**src/rtl/puf_tx_pkg.sv**
```systemverilog
// puf_tx_pkg: shared state encoding and frame constants for the PUF UART scheduler
package puf_tx_pkg;
  typedef enum logic [2:0] {IDLE, SETTLE, SEND, WAIT_DONE, FINISH} state_t;
  localparam int FRAME_LEN = 7;
  localparam logic [7:0] SYNC_DEFAULT = 8'hA5;
endpackage

```
**src/rtl/puf_rr_arb2.sv**
```systemverilog
// puf_rr_arb2: two-way round-robin arbiter producing a one-hot grant
module puf_rr_arb2 (
  input  logic [1:0] req,
  input  logic       last,
  output logic [1:0] grant
);
  always_comb begin
    grant[0] = req[0] & (~req[1] | last);
    grant[1] = req[1] & (~req[0] | ~last);
  end
endmodule

```
**src/rtl/puf_tx_scheduler.sv**
```systemverilog
// puf_tx_scheduler: frames latched PUF words as SYNC/ID/data/XOR-checksum bytes for a UART
module puf_tx_scheduler import puf_tx_pkg::*; #(
  parameter logic [7:0] SYNC_BYTE  = SYNC_DEFAULT,
  parameter int         GAP_CYCLES = 3,
  parameter int         TIMEOUT    = 16384
) (
  input  logic        clk,
  input  logic        rst,
  input  logic [1:0]  req,
  input  logic [31:0] req_data0,
  input  logic [31:0] req_data1,
  output logic [1:0]  ack,
  output logic        err,
  output logic        busy,
  output logic        tx_DV,
  output logic [7:0]  tx_Byte,
  input  logic        tx_Done
);
  localparam int TW = $clog2(TIMEOUT + 1);
  localparam int GW = $clog2(GAP_CYCLES + 2);
  state_t state, state_nx;
  logic [1:0] grant;
  logic gnt, last, timeout;
  logic [31:0] data;
  logic [2:0] idx;
  logic [7:0] csum, cur_byte;
  logic [GW-1:0] gap_cnt;
  logic [TW-1:0] to_cnt;
  puf_rr_arb2 u_arb (.req(req), .last(last), .grant(grant));
  always_comb begin
    cur_byte = idx == 3'd0 ? SYNC_BYTE :
               idx == 3'd1 ? {7'b0, gnt} :
               idx == 3'd2 ? data[31:24] :
               idx == 3'd3 ? data[23:16] :
               idx == 3'd4 ? data[15:8] :
               idx == 3'd5 ? data[7:0] : csum;
    timeout = to_cnt >= TW'(TIMEOUT - 1);
    state_nx = state;
    case (state)
      IDLE:      state_nx = |req ? SETTLE : IDLE;
      SETTLE:    state_nx = (gap_cnt == GW'(GAP_CYCLES) && !tx_Done) ? SEND : SETTLE;
      SEND:      state_nx = WAIT_DONE;
      WAIT_DONE: state_nx = tx_Done ? (idx == 3'(FRAME_LEN - 1) ? FINISH : SETTLE) :
                            timeout ? FINISH : WAIT_DONE;
      FINISH:    state_nx = IDLE;
      default:   state_nx = IDLE;
    endcase
    tx_DV = state == SEND;
    busy = state != IDLE;
    ack = state == FINISH ? (gnt ? 2'b10 : 2'b01) : 2'b00;
    err = state == WAIT_DONE && !tx_Done && timeout;
  end
  always_ff @(posedge clk or posedge rst)
    if (rst) state <= IDLE;
    else state <= state_nx;
  always_ff @(posedge clk or posedge rst) begin
    if (rst) begin
      gnt <= 1'b0;
      last <= 1'b1;
      data <= '0;
      idx <= '0;
      csum <= '0;
      gap_cnt <= '0;
      to_cnt <= '0;
      tx_Byte <= '0;
    end else begin
      if (state == IDLE && |req) begin
        gnt <= grant[1];
        last <= grant[1];
        data <= grant[1] ? req_data1 : req_data0;
        idx <= '0;
        csum <= '0;
        gap_cnt <= '0;
      end
      if (state == SETTLE && gap_cnt != GW'(GAP_CYCLES)) gap_cnt <= gap_cnt + 1'b1;
      if (state == SETTLE && state_nx == SEND) tx_Byte <= cur_byte;
      // checksum covers ID and data bytes only
      if (state == SEND) begin
        to_cnt <= '0;
        if (idx != 3'd0 && idx != 3'(FRAME_LEN - 1)) csum <= csum ^ tx_Byte;
      end
      if (state == WAIT_DONE) begin
        if (tx_Done) begin
          idx <= idx + 3'd1;
          gap_cnt <= '0;
        end else if (to_cnt != {TW{1'b1}}) to_cnt <= to_cnt + 1'b1;
      end
    end
  end
endmodule

```
**config.mk**
```make
export PLATFORM = sky130hd
export DESIGN_NAME = puf_tx_scheduler
export DESIGN_NICKNAME = d
export VERILOG_FILES = /design/src/rtl/puf_tx_pkg.sv /design/src/rtl/puf_rr_arb2.sv /design/src/rtl/puf_tx_scheduler.sv
export SDC_FILE = /design/constraint.sdc
export NUM_CORES = 1
export LEC_CHECK = 0
export CORE_MARGIN = 2
export CORE_UTILIZATION = 50
export CTS_CLUSTER_SIZE = 40
export DETAILED_ROUTE_END_ITERATION = 12
export MAX_ROUTING_LAYER = met4
export PLACE_DENSITY = 0.8
export SLEW_MARGIN = 20
export SYNTH_ARGS = -nofsm -noshare
export SYNTH_HDL_FRONTEND = slang
export SYNTH_SLANG_ARGS = --single-unit
```
**constraint.sdc**
```tcl
create_clock -name clk -period 8.2 [get_ports clk]
set_clock_uncertainty 0.15 [all_clocks]
set_input_delay 2.46 -clock clk [delete_from_list [all_inputs] [get_ports clk]]
set_output_delay 2.46 -clock clk [all_outputs]
set_load 0.01 [all_outputs]
```
==> impl_metrics.toml, run 1 <==
[timing]
drv_slew = 0
worst_pin_slew_ns = 0.897
fmax_ghz = 0.152
relSlewSlack_pct = 39.6
rsz0062_at_grt = "no"
period_minus_slack_ns = 6.59
period_share_pct = 80.4
hold_viol = 0
finalSetupViolCount = 0
fin_ws_ns = 1.61
fin_tns_setup_ns = 0

[floorplan]
core-area_um2 = 8130
fp-row-count = 33
die_height_um = 95.0
io_pins = 82
die_area_um2 = 9030
die_w_um = 95.0
initial_utilization_pct = 50.9

[drt]
drc = 0
wl_per_cell_um = 14.8
wl_um = 9120
vias_per_cell = 5.61
vias = 3446
ant_nets = 0
drt_iter0_drc = 184
drt_pre_antenna_iters = 4

[clock_network]
cts_buffers = 9
post-cts-setup-buffers = 0
clk_latency_ns = 0.35
root_buffer = "clkbuf_8"
htreeDepth = 3
cts.reportedPaths.clkPinSlew_ns = 0.07
tritoncts = "done"
cts.sinks = 74
ctsResizeCount = 0
cts_hold_buf = 0
clockBufferDepth = 2

[yosys]
syn-num-nets = 511
synth-main-ff-cell = "dfrtp_1"
ys.warnings.count = 0
synth-edff-count = 0
ys_types = 63
synth_area_leader_cell = "dfrtp_1"
synth_area_leaders = "dfrtp_1, mux2i_1, nand2_1"
synth_most_common_cell = "nand2_1"
synth-simple-area-share_pct = 20.8
syn_area_um2 = 4140
syn_inst = 434
yosys-top-cells-count = "nand2_1, dfrtp_1, mux2i_1, o21ai_0, nor2_1"
synthArstFlopShare_pct = 100
synth_area_per_cell_um2 = 9.54
synth_top_area_share_pct = 44.1
synth_top_family_by_area = "simple AND/OR/NAND/NOR gates"
yosys.area_share.adder_pct = 2.42
yosysSeqAreaShare_pct = 44.7
synth_mux_area_share_pct = 12.4
ys_ff_latch = 74
synth_compound_area_share_pct = 15.5
yosys.area_share.xor_xnor_pct = 0.211

[global_routing]
grt_first_pass_wirelength_um = 15200
grt.overflow.total = 0
grt_pass1_vias = 3268
antenna_found_initial = 0
track_usage_pct = 22.2
grt_max_degree = 78

[final_layout]
fin_util_pct = 63.8
final_cells = 614
area_delta_synth_final_pct = 25.3
layout-drive-gt1-share_pct = 8.06
diodes = 0
nets = 581
fin_area_um2 = 5190

[power]
vdd_drop_max_mv = 0.146
p_per_area_nw_per_um2 = 265
leakagePower_nw = 2.29

[placed_design]
gp_congestion = 0.868
dpl-instance-area_um2 = 5010
dp_slack_ns = 1.63
dp.cells = 598
hpwl_um = 6560
placement.io_buffers = 81

[critical_path]
crit_required_ns = 5.59
critPathMaxFanout = 6
critPathKind = "in2out"
arrival_ns = 3.98
critPathLaunchType = "primary input"
cp-end-kind = "output port"

[worst_hold_path]
hp-class = "reg2reg"

[flow_run]
drv_cap = 0

[outcome]
status = "completed"
==> worst paths after layout <==
check | startpoint | endpoint | slack [ns] | cells after the start
setup reg to reg | idx[0]$_DFF_PP0_ | tx_Byte[0]$_DFFE_PP0P_ | 5.83 | 6
hold reg to reg | data[14]$_DFFE_PP0P_ | data[14]$_DFFE_PP0P_ | 0.33 | 2
max in group asynchronous | rst | data[15]$_DFFE_PP0P_ | 4.75 | 3
hold / removal | data[14]$_DFFE_PP0P_ | data[14]$_DFFE_PP0P_ | 0.33 | 2
setup / recovery | tx_Done | err | 1.61 | 4
min in group asynchronous | rst | to_cnt[3]$_DFF_PP0_ | 2.55 | 3
==> cell families after synthesis <==
kind of cell / after synthesis
and+or+nand+nor: 169
AOI/OAI and AO/OA: 94
DFF: 74
muxes: 51
buffers and inverters: 37
adders and majority gates: 8
xor gates and xnor gates: 1
==> metal layers <==
metal	vias up	part of all wire, %	global-route usage, %
li1	1687	-	-
met1	1634	44	28.7
met2	105	49	34.3
met3	20	4.6	3.64
met4	0	2.5	10.5
met5	-	0	-
==> critical path, cell delays in order <==
cell	delay, ns
clkdlybuf4s50_1	0.46
nand4bb_1	0.34
nor2_1	0.18
clkdlybuf4s50_1	0.54
==> report_power, final <==
part           leakage [nW]  switching, mW  internal (mW)
clock network        0.0914          0.129          0.140
registers             0.940          0.118          0.504
logic                  1.26          0.258          0.227
total                  2.29          0.506          0.871
==> stage by stage <==
step                power (mW)  hold WS [ns]
finish                    1.38         0.330
floorplan                0.953         0.291
global route              1.48         0.348
detailed placement        1.11         0.317
global placement          1.08         0.306
CTS                       1.38         0.331
==> state kept, by name (all words and copies together), names as in the netlist, 3 cells and up <==
name and flops:
gap_cnt 3, idx 3, data 32, to_cnt 15, state 3, tx_Byte 8
csum 8
==> area by class of cell <==
class	count	area, um2
Clock inverter	3	40.0
Tap cell	105	131
Fill cell	676	2950
Multi-Input combinational cell	323	2140
Timing Repair Buffer	85	841
Clock buffer	13	139
Inverter	11	41.3
Sequential cell	74	1850
==> cells in the final DEF, fill, tap and decap left out, drive strengths merged, types with 5 or more instances in the layout <==
master         instances
inv                   11
nand2b                 9
clkdlybuf4s50         81
dfrtp                 73
o21ai                 38
o311a                  8
a21oi                 20
nand3                  8
ha                     8
nor2                  24
mux2i                 50
nand2                 83
clkbuf                13
o31ai                  5
or3b                  10
(Power assumes the default switching activity.)
==> run 2: changes to the inputs <==
--- a/config.mk
+++ b/config.mk
@@ -6,11 +6,11 @@
 export NUM_CORES = 1
 export LEC_CHECK = 0
 export CORE_MARGIN = 2
-export CORE_UTILIZATION = 50
+export CORE_UTILIZATION = 47
 export CTS_CLUSTER_SIZE = 40
 export DETAILED_ROUTE_END_ITERATION = 12
 export MAX_ROUTING_LAYER = met4
-export PLACE_DENSITY = 0.8
+export PLACE_DENSITY = 0.79
 export SLEW_MARGIN = 20
 export SYNTH_ARGS = -nofsm -noshare
 export SYNTH_HDL_FRONTEND = slang
==> constraint.sdc (replaced) <==
create_clock -name clk -period 5.75 [get_ports clk]
set_clock_uncertainty 0.15 [all_clocks]
set_input_delay 1.725 -clock clk [delete_from_list [all_inputs] [get_ports clk]]
set_output_delay 1.725 -clock clk [all_outputs]
set_load 0.01 [all_outputs]
==> run 2 against run 1 <==
Net effect:
- worst hold slack got worse by 0.0013 ns
- sequential share of layout area decreased by 0.30 points
- non-clock buffer count unchanged
- first-iteration DRC count decreased by 11%
- via count increased by 0.38%
- cell count increased by 0.49%
- critical endpoint unchanged
- register-to-register slack got worse by 2.4 ns
==> impl_metrics.toml, run 2 (same netlist as run 1, synthesis figures left out) <==
[final_layout]
final_common_cell = "nand2_1"
nets = 581
final_cell_mix = "nand2_1, clkdlybuf4s50_1, dfrtp_1"
final_cells = 617
nFillCells = 724
area_delta_synth_final_pct = 26.3
diodes = 0
largest_reg_flops = 32
fin_area_um2 = 5230
largest_registers = "data (32), to_cnt (15)"
layout-drive-gt1-share_pct = 8.84
regMostFlops = "data"

[placed_design]
placement.io_buffers = 81
gp_congestion = 0.824
dp.cells = 601
hpwl_um = 6640
dp_slack_ns = 0.634
dpl-instance-area_um2 = 5010

[floorplan]
die_height_um = 97.9
initial_utilization_pct = 48.0
io_pins = 82
die_area_um2 = 9580
core-area_um2 = 8640
die_w_um = 97.9
fp-row-count = 34

[critical_path]
path_cells = "clkdlybuf4s50_1 -> nand4bb_1 -> nor2_1 -> clkdlybuf4s50_1"
slowest_delay_ns = 0.54
cp_num_buf_inv = 2
startpoint = "tx_Done"
critPathLaunchType = "primary input"
cp-end-kind = "output port"
crit_family = "buffers and inverters"
arrival_ns = 3.25
cpMostUsedCell = "clkdlybuf4s50_1"
rrSetupSlack_ns = 3.42
critPathMaxFanout = 6
rr_startpoint = "idx[1]$_DFF_PP0_"
cp_slowest_cell = "clkdlybuf4s50_1"
crit_required_ns = 3.88
critPathKind = "in2out"

[drt]
wl_um = 9080
drt-met1-wl_um = 4070
ant_nets = 0
vias = 3459
route.met2.wl_um = 4350
drc = 0
wl_per_cell_um = 14.7
dr.max_layer_used = "met4"
drt_pre_antenna_iters = 4
drt_iter0_drc = 163
met3WireLength_um = 442
vias_per_cell = 5.61

[timing]
drv_slew = 0
fin_ws_ns = 0.622
relSlewSlack_pct = 30.0
period_minus_slack_ns = 5.13
fmax_ghz = 0.195
fin_tns_setup_ns = 0
rsz0062_at_grt = "no"
hold_viol = 0
finalSetupViolCount = 0
worst_hold_slack_ns = 0.328
period_share_pct = 89.2
worst_pin_slew_ns = 1.05

[global_routing]
antenna_found_initial = 0
grt_max_degree = 57
grt_pass1_vias = 3451
grt.overflow.total = 0
grt_first_pass_wirelength_um = 15500
track_usage_pct = 20.4

[clock_network]
cts_hold_buf = 0
ctsResizeCount = 0
post-cts-setup-buffers = 0
cts_buffers = 9
clk_latency_ns = 0.35
tritoncts = "done"
clockBufferDepth = 2
cts.sinks = 74
root_buffer = "clkbuf_8"
cts.reportedPaths.clkPinSlew_ns = 0.08
htreeDepth = 3

[power]
p_per_area_nw_per_um2 = 385
vdd_drop_max_mv = 0.161
leakagePower_nw = 2.32

[outcome]
status = "completed"

[flow_run]
drv_cap = 0

[worst_hold_path]
hp-class = "reg2reg"
min_from = "data[9]$_DFFE_PP0P_"
-- run 2: cell count changes in the layout (fill, tap and decap cells not counted), sizes merged --
cell / before / now
clkinv: 2 / 5
clkbuf: 13 / 10
inv: 11 / 10
bufinv: 1 / 2
-- run 2: final timing paths --
check,to,depth (start not counted)
worst min register to register,data[9]$_DFFE_PP0P_,2
worst min-delay path,data[9]$_DFFE_PP0P_,2
worst max register to register,tx_Byte[7]$_DFFE_PP0P_,6
worst max-delay path,err,4
max in group asynchronous,data[30]$_DFFE_PP0P_,3
min in group asynchronous,to_cnt[3]$_DFF_PP0_,2
-- run 2: layout make-up --
| class | instances | area [um2] | area share, % |
|---|---|---|---|
| multi-input combinational | 323 | 2140 | 41.0 |
| clock inverter | 6 | 80.1 | 1.53 |
| inverter | 11 | 42.5 | 0.813 |
| tap | 108 | 135 | 2.58 |
| sequential | 74 | 1850 | 35.4 |
| clock buffer | 10 | 138 | 2.63 |
| timing repair buffer | 85 | 841 | 16.1 |
-- run 2: layer usage --
| layer | vias up | global-route usage, % |
|---|---|---|
| met1 | 1650 | 26.3 |
| met5 | - | - |
| met4 | 0 | 9.83 |
| met3 | 15 | 3.36 |
| li1 | 1690 | - |
| met2 | 104 | 31.3 |
-- run 2: power by group --
part | internal (mW) | switching [mW] | total [mW]
Combinational | 0.324 | 0.364 | 0.688
Sequential | 0.718 | 0.166 | 0.884
Clock | 0.253 | 0.192 | 0.445
Total | 1.30 | 0.722 | 2.02
-- run 2: worst reg2reg max path, stage by stage (launching register included) --
cell and delay, ns:
dfrtp_1 0.43, inv_1 0.10, ha_1 0.52, o21a_1 0.37
nor2_1 0.07, o311a_1 0.30, o311ai_1 0.28
-- run 2: per-stage QoR --
step / power (mW) / utilization, %
after global placement: 1.55 / 58.1
after CTS: 2.03 / 60.6
final: 2.02 / 60.6
after floorplan: 1.36 / -
after detailed placement: 1.59 / 58.1
after global routing: 2.18 / 60.6
